## config.mk

```make
export PLATFORM = sky130hd
export DESIGN_NAME = prgrm_seq_unit
export DESIGN_NICKNAME = d
export VERILOG_FILES = /design/src/rtl/prgrm_pkg.sv /design/src/rtl/prgrm_rtn_stack.sv /design/src/rtl/prgrm_seq_unit.sv
export SDC_FILE = /design/constraint.sdc
export NUM_CORES = 1
export LEC_CHECK = 0
export CAP_MARGIN = 0
export CORE_ASPECT_RATIO = 1.75
export CORE_MARGIN = 3
export CORE_UTILIZATION = 25
export CTS_BUF_LIST = sky130_fd_sc_hd__clkbuf_16
export CTS_CLUSTER_SIZE = 25
export DETAILED_ROUTE_END_ITERATION = 10
export SLEW_MARGIN = 20
export SYNTH_ARGS = -nofsm -noshare
export SYNTH_HDL_FRONTEND = slang
export SYNTH_HIERARCHICAL = 1
export SYNTH_SLANG_ARGS = --single-unit
```

## constraint.sdc

```tcl
create_clock -name clk -period 2.12 [get_ports clk]
set_input_delay 0.53 -clock clk [delete_from_list [all_inputs] [get_ports clk]]
set_output_delay 0.53 -clock clk [all_outputs]
set_load 0.03 [all_outputs]
```

## src/rtl/prgrm_pkg.sv

```systemverilog
// Shared opcodes, condition codes, FSM encodings and condition evaluation
// for the program-sequencing unit.
package prgrm_pkg;

  localparam logic [3:0] OP_JMP  = 4'h8;
  localparam logic [3:0] OP_CALL = 4'h9;
  localparam logic [3:0] OP_RET  = 4'hA;
  localparam logic [3:0] OP_HALT = 4'hF;

  localparam logic [2:0] CC_ALWAYS = 3'd0;
  localparam logic [2:0] CC_Z      = 3'd1;
  localparam logic [2:0] CC_C      = 3'd2;
  localparam logic [2:0] CC_N      = 3'd3;
  localparam logic [2:0] CC_NZ     = 3'd4;
  localparam logic [2:0] CC_NC     = 3'd5;
  localparam logic [2:0] CC_NN     = 3'd6;
  localparam logic [2:0] CC_NEVER  = 3'd7;

  typedef enum logic [2:0] {
    ST_IDLE   = 3'd0,
    ST_FETCH  = 3'd1,
    ST_EXEC   = 3'd2,
    ST_UPDATE = 3'd3,
    ST_HALT   = 3'd4
  } state_e;

  function automatic logic cond_eval(input logic [2:0] cond, input logic z,
                                     input logic c, input logic n);
    logic r;
    case (cond)
      CC_ALWAYS: r = 1'b1;
      CC_Z:      r = z;
      CC_C:      r = c;
      CC_N:      r = n;
      CC_NZ:     r = ~z;
      CC_NC:     r = ~c;
      CC_NN:     r = ~n;
      default:   r = 1'b0;
    endcase
    return r;
  endfunction

endpackage

```

## src/rtl/prgrm_rtn_stack.sv

```systemverilog
// Return-address stack (LIFO). dout shows the top entry; push and pop are
// never asserted together. Push when full and pop when empty are ignored.
module prgrm_rtn_stack
  import prgrm_pkg::*;
#(
  parameter int ADDR_W      = 8,
  parameter int STACK_DEPTH = 4
) (
  input  logic              clk,
  input  logic              reset,
  input  logic              push,
  input  logic              pop,
  input  logic [ADDR_W-1:0] din,
  output logic [ADDR_W-1:0] dout,
  output logic              full,
  output logic              empty
);

  localparam int CNT_W = $clog2(STACK_DEPTH + 1);
  localparam int IDX_W = (STACK_DEPTH > 1) ? $clog2(STACK_DEPTH) : 1;

  logic [CNT_W-1:0]  cnt_q;
  logic [ADDR_W-1:0] mem_q [STACK_DEPTH];
  logic [IDX_W-1:0]  wr_idx;
  logic [IDX_W-1:0]  top_idx;

  assign full    = (cnt_q == CNT_W'(STACK_DEPTH));
  assign empty   = (cnt_q == '0);
  assign wr_idx  = IDX_W'(cnt_q);
  assign top_idx = IDX_W'(cnt_q - CNT_W'(1));
  assign dout    = mem_q[top_idx];

  always_ff @(posedge clk) begin
    if (reset) begin
      cnt_q <= '0;
    end else if (push && !full) begin
      cnt_q <= cnt_q + CNT_W'(1);
    end else if (pop && !empty) begin
      cnt_q <= cnt_q - CNT_W'(1);
    end
  end

  // Entries carry no reset; the count alone defines what is valid.
  always_ff @(posedge clk) begin
    if (push && !full) begin
      mem_q[wr_idx] <= din;
    end
  end

endmodule

```

## src/rtl/prgrm_seq_unit.sv

```systemverilog
// Program-sequencing unit: IDLE/FETCH/EXEC/UPDATE FSM, conditional branches,
// internal return stack. Optional interrupt entry under macro PRGRM_IRQ_EN.
module prgrm_seq_unit
  import prgrm_pkg::*;
#(
  parameter int              ADDR_W      = 8,
  parameter int              INSTR_W     = 32,
  parameter int              STACK_DEPTH = 4,
  parameter logic [ADDR_W-1:0] RESET_ADDR = '0
`ifdef PRGRM_IRQ_EN
  ,
  parameter logic [ADDR_W-1:0] IRQ_VEC = {ADDR_W{1'b1}}
`endif
) (
  input  logic               clk,
  input  logic               reset,
  input  logic               stall,
  input  logic               instr_valid,
  input  logic [INSTR_W-1:0] instr,
  input  logic               zro_flag,
  input  logic               carry_flag,
  input  logic               neg_flag,
`ifdef PRGRM_IRQ_EN
  input  logic               irq,
  output logic               irq_ack,
`endif
  output logic [ADDR_W-1:0]  pc,
  output logic [2:0]         current_state,
  output logic               halted,
  output logic               stk_ovf,
  output logic               stk_udf
);

  state_e            state_q, state_d;
  logic [ADDR_W-1:0] pc_q, pc_d, pc_plus1;
  logic [3:0]        op_q, op_d;
  logic [2:0]        cond_q, cond_d;
  logic [ADDR_W-1:0] tgt_q, tgt_d;
  logic              take_q, take_d;
  logic              ovf_q, ovf_d, udf_q, udf_d;
  logic              push_c, pop_c;
  logic [ADDR_W-1:0] stk_din, stk_dout;
  logic              stk_full, stk_empty;
  logic              unused_instr;

`ifdef PRGRM_IRQ_EN
  logic armed_q, armed_d, ack_q, ack_d;
`endif

  assign unused_instr = ^instr;
  assign pc_plus1     = pc_q + ADDR_W'(1);

  always_comb begin
    state_d = state_q;
    pc_d    = pc_q;
    op_d    = op_q;
    cond_d  = cond_q;
    tgt_d   = tgt_q;
    take_d  = take_q;
    ovf_d   = ovf_q;
    udf_d   = udf_q;
    push_c  = 1'b0;
    pop_c   = 1'b0;
    stk_din = pc_plus1;
`ifdef PRGRM_IRQ_EN
    armed_d = armed_q | ~irq;
    ack_d   = 1'b0;
`endif
    unique case (state_q)
      ST_IDLE: state_d = ST_FETCH;
      ST_FETCH: begin
        if (instr_valid) begin
          op_d    = instr[INSTR_W-1 -: 4];
          cond_d  = instr[INSTR_W-5 -: 3];
          tgt_d   = instr[ADDR_W-1:0];
          state_d = ST_EXEC;
        end
      end
      ST_EXEC: begin
        take_d  = cond_eval(cond_q, zro_flag, carry_flag, neg_flag);
        state_d = ST_UPDATE;
      end
      ST_UPDATE: begin
        state_d = ST_FETCH;
        pc_d    = pc_plus1;
        case (op_q)
          OP_JMP: if (take_q) pc_d = tgt_q;
          OP_CALL: begin
            if (take_q) begin
              pc_d = tgt_q;
              if (stk_full) ovf_d = 1'b1;
              else          push_c = 1'b1;
            end
          end
          OP_RET: begin
            if (take_q) begin
              if (stk_empty) begin
                udf_d = 1'b1;
              end else begin
                pop_c = 1'b1;
                pc_d  = stk_dout;
              end
            end
          end
          // HALT keeps pc on the halting instruction.
          OP_HALT: begin
            pc_d    = pc_q;
            state_d = ST_HALT;
          end
          default: ;
        endcase
`ifdef PRGRM_IRQ_EN
        // The stack takes one operation per cycle, so an interrupt that
        // coincides with a taken CALL/RET waits for the next UPDATE.
        if (irq && armed_q && (op_q != OP_HALT) && !push_c && !pop_c) begin
          stk_din = pc_d;
          if (stk_full) ovf_d = 1'b1;
          else          push_c = 1'b1;
          pc_d    = IRQ_VEC;
          ack_d   = 1'b1;
          armed_d = 1'b0;
        end
`endif
      end
      ST_HALT: ;
      default: state_d = ST_IDLE;
    endcase
  end

  prgrm_rtn_stack #(
    .ADDR_W      (ADDR_W),
    .STACK_DEPTH (STACK_DEPTH)
  ) u_stack (
    .clk   (clk),
    .reset (reset),
    .push  (push_c & ~stall),
    .pop   (pop_c & ~stall),
    .din   (stk_din),
    .dout  (stk_dout),
    .full  (stk_full),
    .empty (stk_empty)
  );

  always_ff @(posedge clk) begin
    if (reset) begin
      state_q <= ST_IDLE;
      pc_q    <= RESET_ADDR;
      ovf_q   <= 1'b0;
      udf_q   <= 1'b0;
    end else if (!stall) begin
      state_q <= state_d;
      pc_q    <= pc_d;
      ovf_q   <= ovf_d;
      udf_q   <= udf_d;
    end
  end

  // Latched instruction fields; stale contents are harmless after reset
  // because the FSM restarts in IDLE.
  always_ff @(posedge clk) begin
    if (!stall) begin
      op_q   <= op_d;
      cond_q <= cond_d;
      tgt_q  <= tgt_d;
      take_q <= take_d;
    end
  end

`ifdef PRGRM_IRQ_EN
  always_ff @(posedge clk) begin
    if (reset) begin
      armed_q <= 1'b1;
      ack_q   <= 1'b0;
    end else begin
      ack_q <= ack_d & ~stall;
      if (!stall) armed_q <= armed_d;
    end
  end
  assign irq_ack = ack_q;
`endif

  assign pc            = pc_q;
  assign current_state = state_q;
  assign halted        = (state_q == ST_HALT);
  assign stk_ovf       = ovf_q;
  assign stk_udf       = udf_q;

endmodule

```

Yosys cells after proc, flatten, opt, wreduce, memory -nomap -nowiden. Memory sizes are Yosys's and may differ from the RTL's. Cells that the tools add are included.

Output and inout port bits: 14. Bits in writable memories: 32. Logic and storage cells: 72. Memories kept: 1. Register bits: 32.

Memory list: u_stack.mem_q (depth 4, bits a word 8, read ports 1, clocked after memory_dff 0, wr ports 1, line prgrm_rtn_stack.sv:23) `logic [ADDR_W-1:0] mem_q [STACK_DEPTH];`.

Eq/ne operators: 16. Reductions and logical operators: 15. Multiplexer cells: 20. Add/sub/neg operators: 3. Bitwise gates (word level): 8.

Operators with widths (number): $mux W8 (3); $pmux W8 S3 (1); $eq A4 B4 Y1 const B (4); $eq A3 B3 Y1 const B (5); $pmux W3 S5 (1); $eq A3 B2 Y1 const B (4); $mux W3 (4); $mux W1 (10); $reduce_and A5 Y1 (2); $logic_not A3 Y1 (3); $reduce_and A3 Y1 (3); $add A8 B1 Y8 const B (1); $pmux W1 S7 (1); $eq A3 B1 Y1 const B (2); $not A1 Y1 (6); $add A3 B1 Y3 const B (1); $sub A3 B1 Y3 const B (1); $and A1 B1 Y1 (2); $logic_and A1 B1 Y1 (2); $logic_not A1 Y1 (2); $ne A2 B2 Y1 const B (1); $reduce_and A2 Y1 (1); $reduce_bool A2 Y1 (1); $reduce_or A2 Y1 (1).

Logic depth before layout (Yosys ltp).
Word-level depth: 9. Depth in mapped cells: 9.

By module. The synthesis kept the hierarchy.

Modules (own cells, without submodules): prgrm_seq_unit (times used 1, sequential area each 740.7 um2, area each 1581.5 um2, cells each 148); prgrm_rtn_stack (times used 1, sequential area each 1021.0 um2, area each 1450.1 um2, cells each 75).

Worst setup path after synthesis. No wires, ideal clock.

Kind: reg2reg. Start: reg u_stack.cnt_q[0]. End: reg u_stack.cnt_q[1]. Cell stages (with the launch flop): 10. Clock period less this slack: 2246 ps. Arrival time: 2172 ps. Setup time: 74 ps. Data required time: 2046 ps. Path slack: -126 ps. Path through: dfxtp_1 -> buf_4 -> inv_1 -> ha_1 -> ha_1 -> and2b_1 -> and3_1 -> or2b_1 -> or3_1 -> a31oi_1.

Cells in the longest elaborated chain, start to end: 8. Elaborated cells between the ends (all ways): 21.

Ends and longest elaborated chain: start, declared (line prgrm_rtn_stack.sv:22) `logic [CNT_W-1:0] cnt_q;`; start signal, assigned (line prgrm_rtn_stack.sv:37) `cnt_q <= cnt_q + CNT_W'(1);`; start signal, assigned (line prgrm_rtn_stack.sv:39) `cnt_q <= cnt_q - CNT_W'(1);`; $logic_not A3 Y1 * (line prgrm_rtn_stack.sv:28) `assign empty = (cnt_q == '0);`; net stk_empty (line prgrm_seq_unit.sv:43) `logic stk_full, stk_empty;`; $mux W1 (line prgrm_seq_unit.sv:97) `if (stk_empty) begin`; $mux W1 (line prgrm_seq_unit.sv:96) `if (take_q) begin`; $mux W1 (line prgrm_seq_unit.sv:86) `case (op_q)`; $mux W1 (line prgrm_seq_unit.sv:69) `unique case (state_q)`; $and A1 B1 Y1 (line prgrm_seq_unit.sv:137) `.pop (pop_c & ~stall),`; $logic_and A1 B1 Y1 * (line prgrm_rtn_stack.sv:38) `end else if (pop && !empty) begin`; $reduce_bool A2 Y1 (no line) *.

Mark *: on every way through the listed nets, which the timed path passes. The rest lies on a longest branch. The select of a mux whose other input is x is not followed. A chain may end at the register's enable or synchronous reset.

Worst setup path in the final report.
Start: in stall. End: mem u_stack.mem_q[2][2], enable pin.

Cells in the longest elaborated chain, start to end: 5.

Ends and longest elaborated chain: start, declared (line prgrm_seq_unit.sv:17) `input logic stall,`; $not A1 Y1 (no line); $and A1 B1 Y1 (line prgrm_seq_unit.sv:136) `.push (push_c & ~stall),`; $logic_and A1 B1 Y1 (line prgrm_rtn_stack.sv:45) `if (push && !full) begin`; $mux W1 (line prgrm_rtn_stack.sv:45); $mux W1 (not written as such) (line prgrm_rtn_stack.sv:46) `mem_q[wr_idx] <= din;`; end, declared (line prgrm_rtn_stack.sv:23).

No other way between the ends.

==> flow_summary.yaml <==
pwr:
  part_of_the_power_in_the_clock_network_pct: 52.4
  design_power_total_uw: 3050
  power-per-cell-area_nw_per_um2: 779
  p_int_uw: 2450
  ir_drop_mv: 0.496
  share_seq_of_total_power_pct: 44.5
  power_leakage_uw: 0.00139
  power.combinational.fraction_pct: 3.2
  power.switching_uw: 607
  switching_share_pct: 19.9
global_route:
  via_count_of_the_first_global_routing_pass: 2012
  grt_pass1_wl_um: 10400
  grt_max_degree: 17
  number_of_antenna_violations_at_the_first_check_in_global_routing: 0
  globalRouteTotalUtil_pct: 10.5
  globalRoute.totalOverflow: 0
worst_setup_path:
  critical_path_peak_fanout: 8
  endpoint_kind: "register"
  cp-start-kind: "input port"
  worstSetupPathType: "input port to register"
  cp_data_arrival_time_ns: 2.07
  critPathMaxStageDelay_ns: 0.42
  required_time_of_the_critical_path_ns: 2.13
  critical_path.cell_chain: "clkdlybuf4s50_1 > and4bb_1 > nand3_1 > nor2_1 > a21boi_2 > and2_2"
  cp_max_stage_cell: "clkdlybuf4s50_1"
placed_design:
  hpwlAfterDp_um: 4910
  numPortBuffers: 35
  preCtsSetupSlack_ns: -0.278
  globalplace.congestion: 0.727
  postPlaceCellArea_sq_um: 3590
  place_inst: 396
synth:
  synth.area.mux_share_pct: 7.02
  synth_fp_nets: 269
  asyncSetResetFlopFracSynth_pct: 0
  compound_cell_area_share_of_the_yosys_netlist_pct: 14.1
  yosys.area_share.adder_pct: 2.89
  synthCells: 223
  synthesis.area_sq_um: 3030
  area_contributors_post_synth: "edfxtp_1 (48%), dfxtp_1 (11%), mux4_2 (5.9%)"
  syn-mean-instance-area_sq_um: 13.6
  synthDistinctLibCells: 56
  yosys_warnings: 6
  post_synth_edffs: 48
  xor_and_xnor_fraction_of_the_mapped_netlist_area_pct: 0.867
  synth-seq-area-share_pct: 58.1
  post-synth-top-area-fraction_pct: 47.5
  synth_ff_type: "edfxtp_1"
  post_synth_and_or_nand_nor_area_fraction_pct: 13.9
  synth-seq-cells: 64
  synth.largest_area_cell: "edfxtp_1"
  synth_top_family_by_area: "compound AO/OA/AOI/OAI gates"
detailed_routing:
  route.vias.total: 1978
  detail_route.iter0.violations: 90
  dr.pass1.iters: 4
  routedWlPerCell_um: 15.8
  ant_nets: 0
  detail_route.wirelength_um: 6530
  vias_per_cell: 4.80
  remaining_drc_errors: 0
clock_tree:
  tritoncts.num_buffers: 9
  cts.path.max_buffers: 2
  clock_sink_count: 64
  cts_tree: "yes"
  post_cts_buffers: 0
  htree_num_levels: 3
  root_buf_cell: "clkbuf_16"
  clock_insertion_delay_worst_skew_ns: 0.33
  clk_pin_slew_ns: 0.05
timing:
  worst_clock_skew_ns: 0.00730
  finalWorstPathRequiredPeriod_ns: 2.06
  number_of_pins_with_negative_max_slew_slack_in_the_final_report: 0
  max-slew-margin-rel_pct: 67.1
  max_freq_mhz: 485
  fin_worst_hold_slack_ns: 0.529
  worst-slew-pin-transition_ns: 0.493
  timing_hold_violations_final: 0
  min_period_over_period_pct: 97.3
  finalSetupViolCount: 0
  fin_ws_ns: 0.0580
  grt_setup_unrepaired: "true"
job:
  cap_viol_max_count: 0
final_layout:
  layout.area.seq_sq_um: 1760
  final_design_area_no_fill_sq_um: 3920
  nets: 318
  areaGrowthSynthToFinish_pct: 29.3
  most_common_library_cell_in_the_layout_ignoring_fill_and_taps: "edfxtp_1"
  antenna_cells: 0
  drive_gt1_share_pct: 23.5
  multi_input_comb_area_sq_um: 1180
  layout.cells.most_common_list: "edfxtp_1 (48), clkdlybuf4s50_1 (33), nor2_1 (15)"
  layoutNonFillerInstCount: 412
  layout.filler_cells: 1198
floorplanning:
  boundaryPins: 53
  initial_core_util_pct: 25.9
  die_h_um: 152
  core.rowCount: 52
  die_x_um: 89.2
  placeable_core_region_sq_um: 11700
  floorplan_die_area_sq_um: 13500
status:
  outcome: "complete, no violations"
hold_path:
  hold_path.class: "register to register"
-- critical path: cells and delay by family --
kind / cells / cell delay [ns]
buffers and inverters: 1 / 0.42
and+or+nand+nor: 4 / 0.84
AOI/OAI and AO/OA: 1 / 0.27
-- cell type report --
type / instances / area share, %
flip-flops and latches: 64 / 45.0
multi-input cells: 143 / 30.1
repair buffers: 47 / 11.6
clock buffers: 9 / 5.74
well taps: 135 / 4.31
clock inverters: 7 / 2.62
inverters: 7 / 0.670
-- per-stage QoR --
stage	utilization [%]	TNS [ns]
6_report	33.5	0
5_1_grt	33.5	-1.13
3_5_place_dp	30.7	-9.36
4_1_cts	33.5	0
2_1_floorplan	-	0
3_3_place_gp	30.7	-8.93
-- worst paths after layout --
kind / from / to / slack, ns / depth (start not counted)
setup / recovery: stall / u_stack/mem_q[2][2]$_DFFE_PP_ / 0.06 / 6
setup reg to reg: u_stack/cnt_q[1]$_SDFFE_PP0P_ / u_stack/cnt_q[1]$_SDFFE_PP0P_ / 0.13 / 8
hold / removal: stk_ovf$_SDFFE_PP0P_ / stk_ovf$_SDFFE_PP0P_ / 0.53 / 2
hold reg to reg: stk_ovf$_SDFFE_PP0P_ / stk_ovf$_SDFFE_PP0P_ / 0.53 / 2
-- synth_stat cells, types with 5 or more instances --
| cell type | instances |
|---|---|
| nor2_1 | 15 |
| o21ai_0 | 8 |
| edfxtp_1 | 48 |
| nand2_1 | 13 |
| o21a_1 | 5 |
| and2_2 | 5 |
| inv_1 | 7 |
| dfxtp_1 | 16 |
| a221oi_2 | 6 |
| ha_1 | 7 |
| mux4_2 | 8 |
-- cells by family (layout without fill, tap and decap cells) --
kind of cell / after synthesis / count (layout)
AND/OR/NAND/NOR: 73 / 73
flip-flops: 64 / 64
AO/OA/AOI/OAI: 49 / 49
buffers and inverters: 16 / 70
multiplexers: 11 / 11
adder cells (fa/ha/maj): 7 / 7
XOR/XNOR: 3 / 3
-- per-layer routing --
metal / GRT usage, % / vias to the layer above / wire length [um]
met4: 5.37 / 0 / 160
met2: 19.4 / 37 / 3750
li1: - / 974 / -
met1: 10.8 / 959 / 2470
met5: 0 / - / 0
met3: 1.95 / 8 / 151
-- power by group through the flow --
stage | registers [uW] | clock network (uW) | logic, uW
final | 1360 | 1600 | 96.4
after global routing | 1360 | 1680 | 104
after CTS | 1360 | 1640 | 97.4
after detailed placement | 1380 | 0 | 97.0
after global placement | 1380 | 0 | 95.7
after floorplan | 1390 | 0 | 29.2
-- flip-flops by register name (all words and copies together), names as in the netlist --
register,flops
tgt_q,8
u_stack/mem_q,32
cond_q,3
take_q,1
pc,8
stk_udf,1
op_q,4
u_stack/cnt_q,3
stk_ovf,1
current_state,3
-- repair_timing --
item	in CTS	in global routing
gates cloned	0	0
hold buffers	0	0
endpoints found under the setup margin	1	34
resized for setup	1	2
No activity file was read; power rests on OpenSTA's default activity.
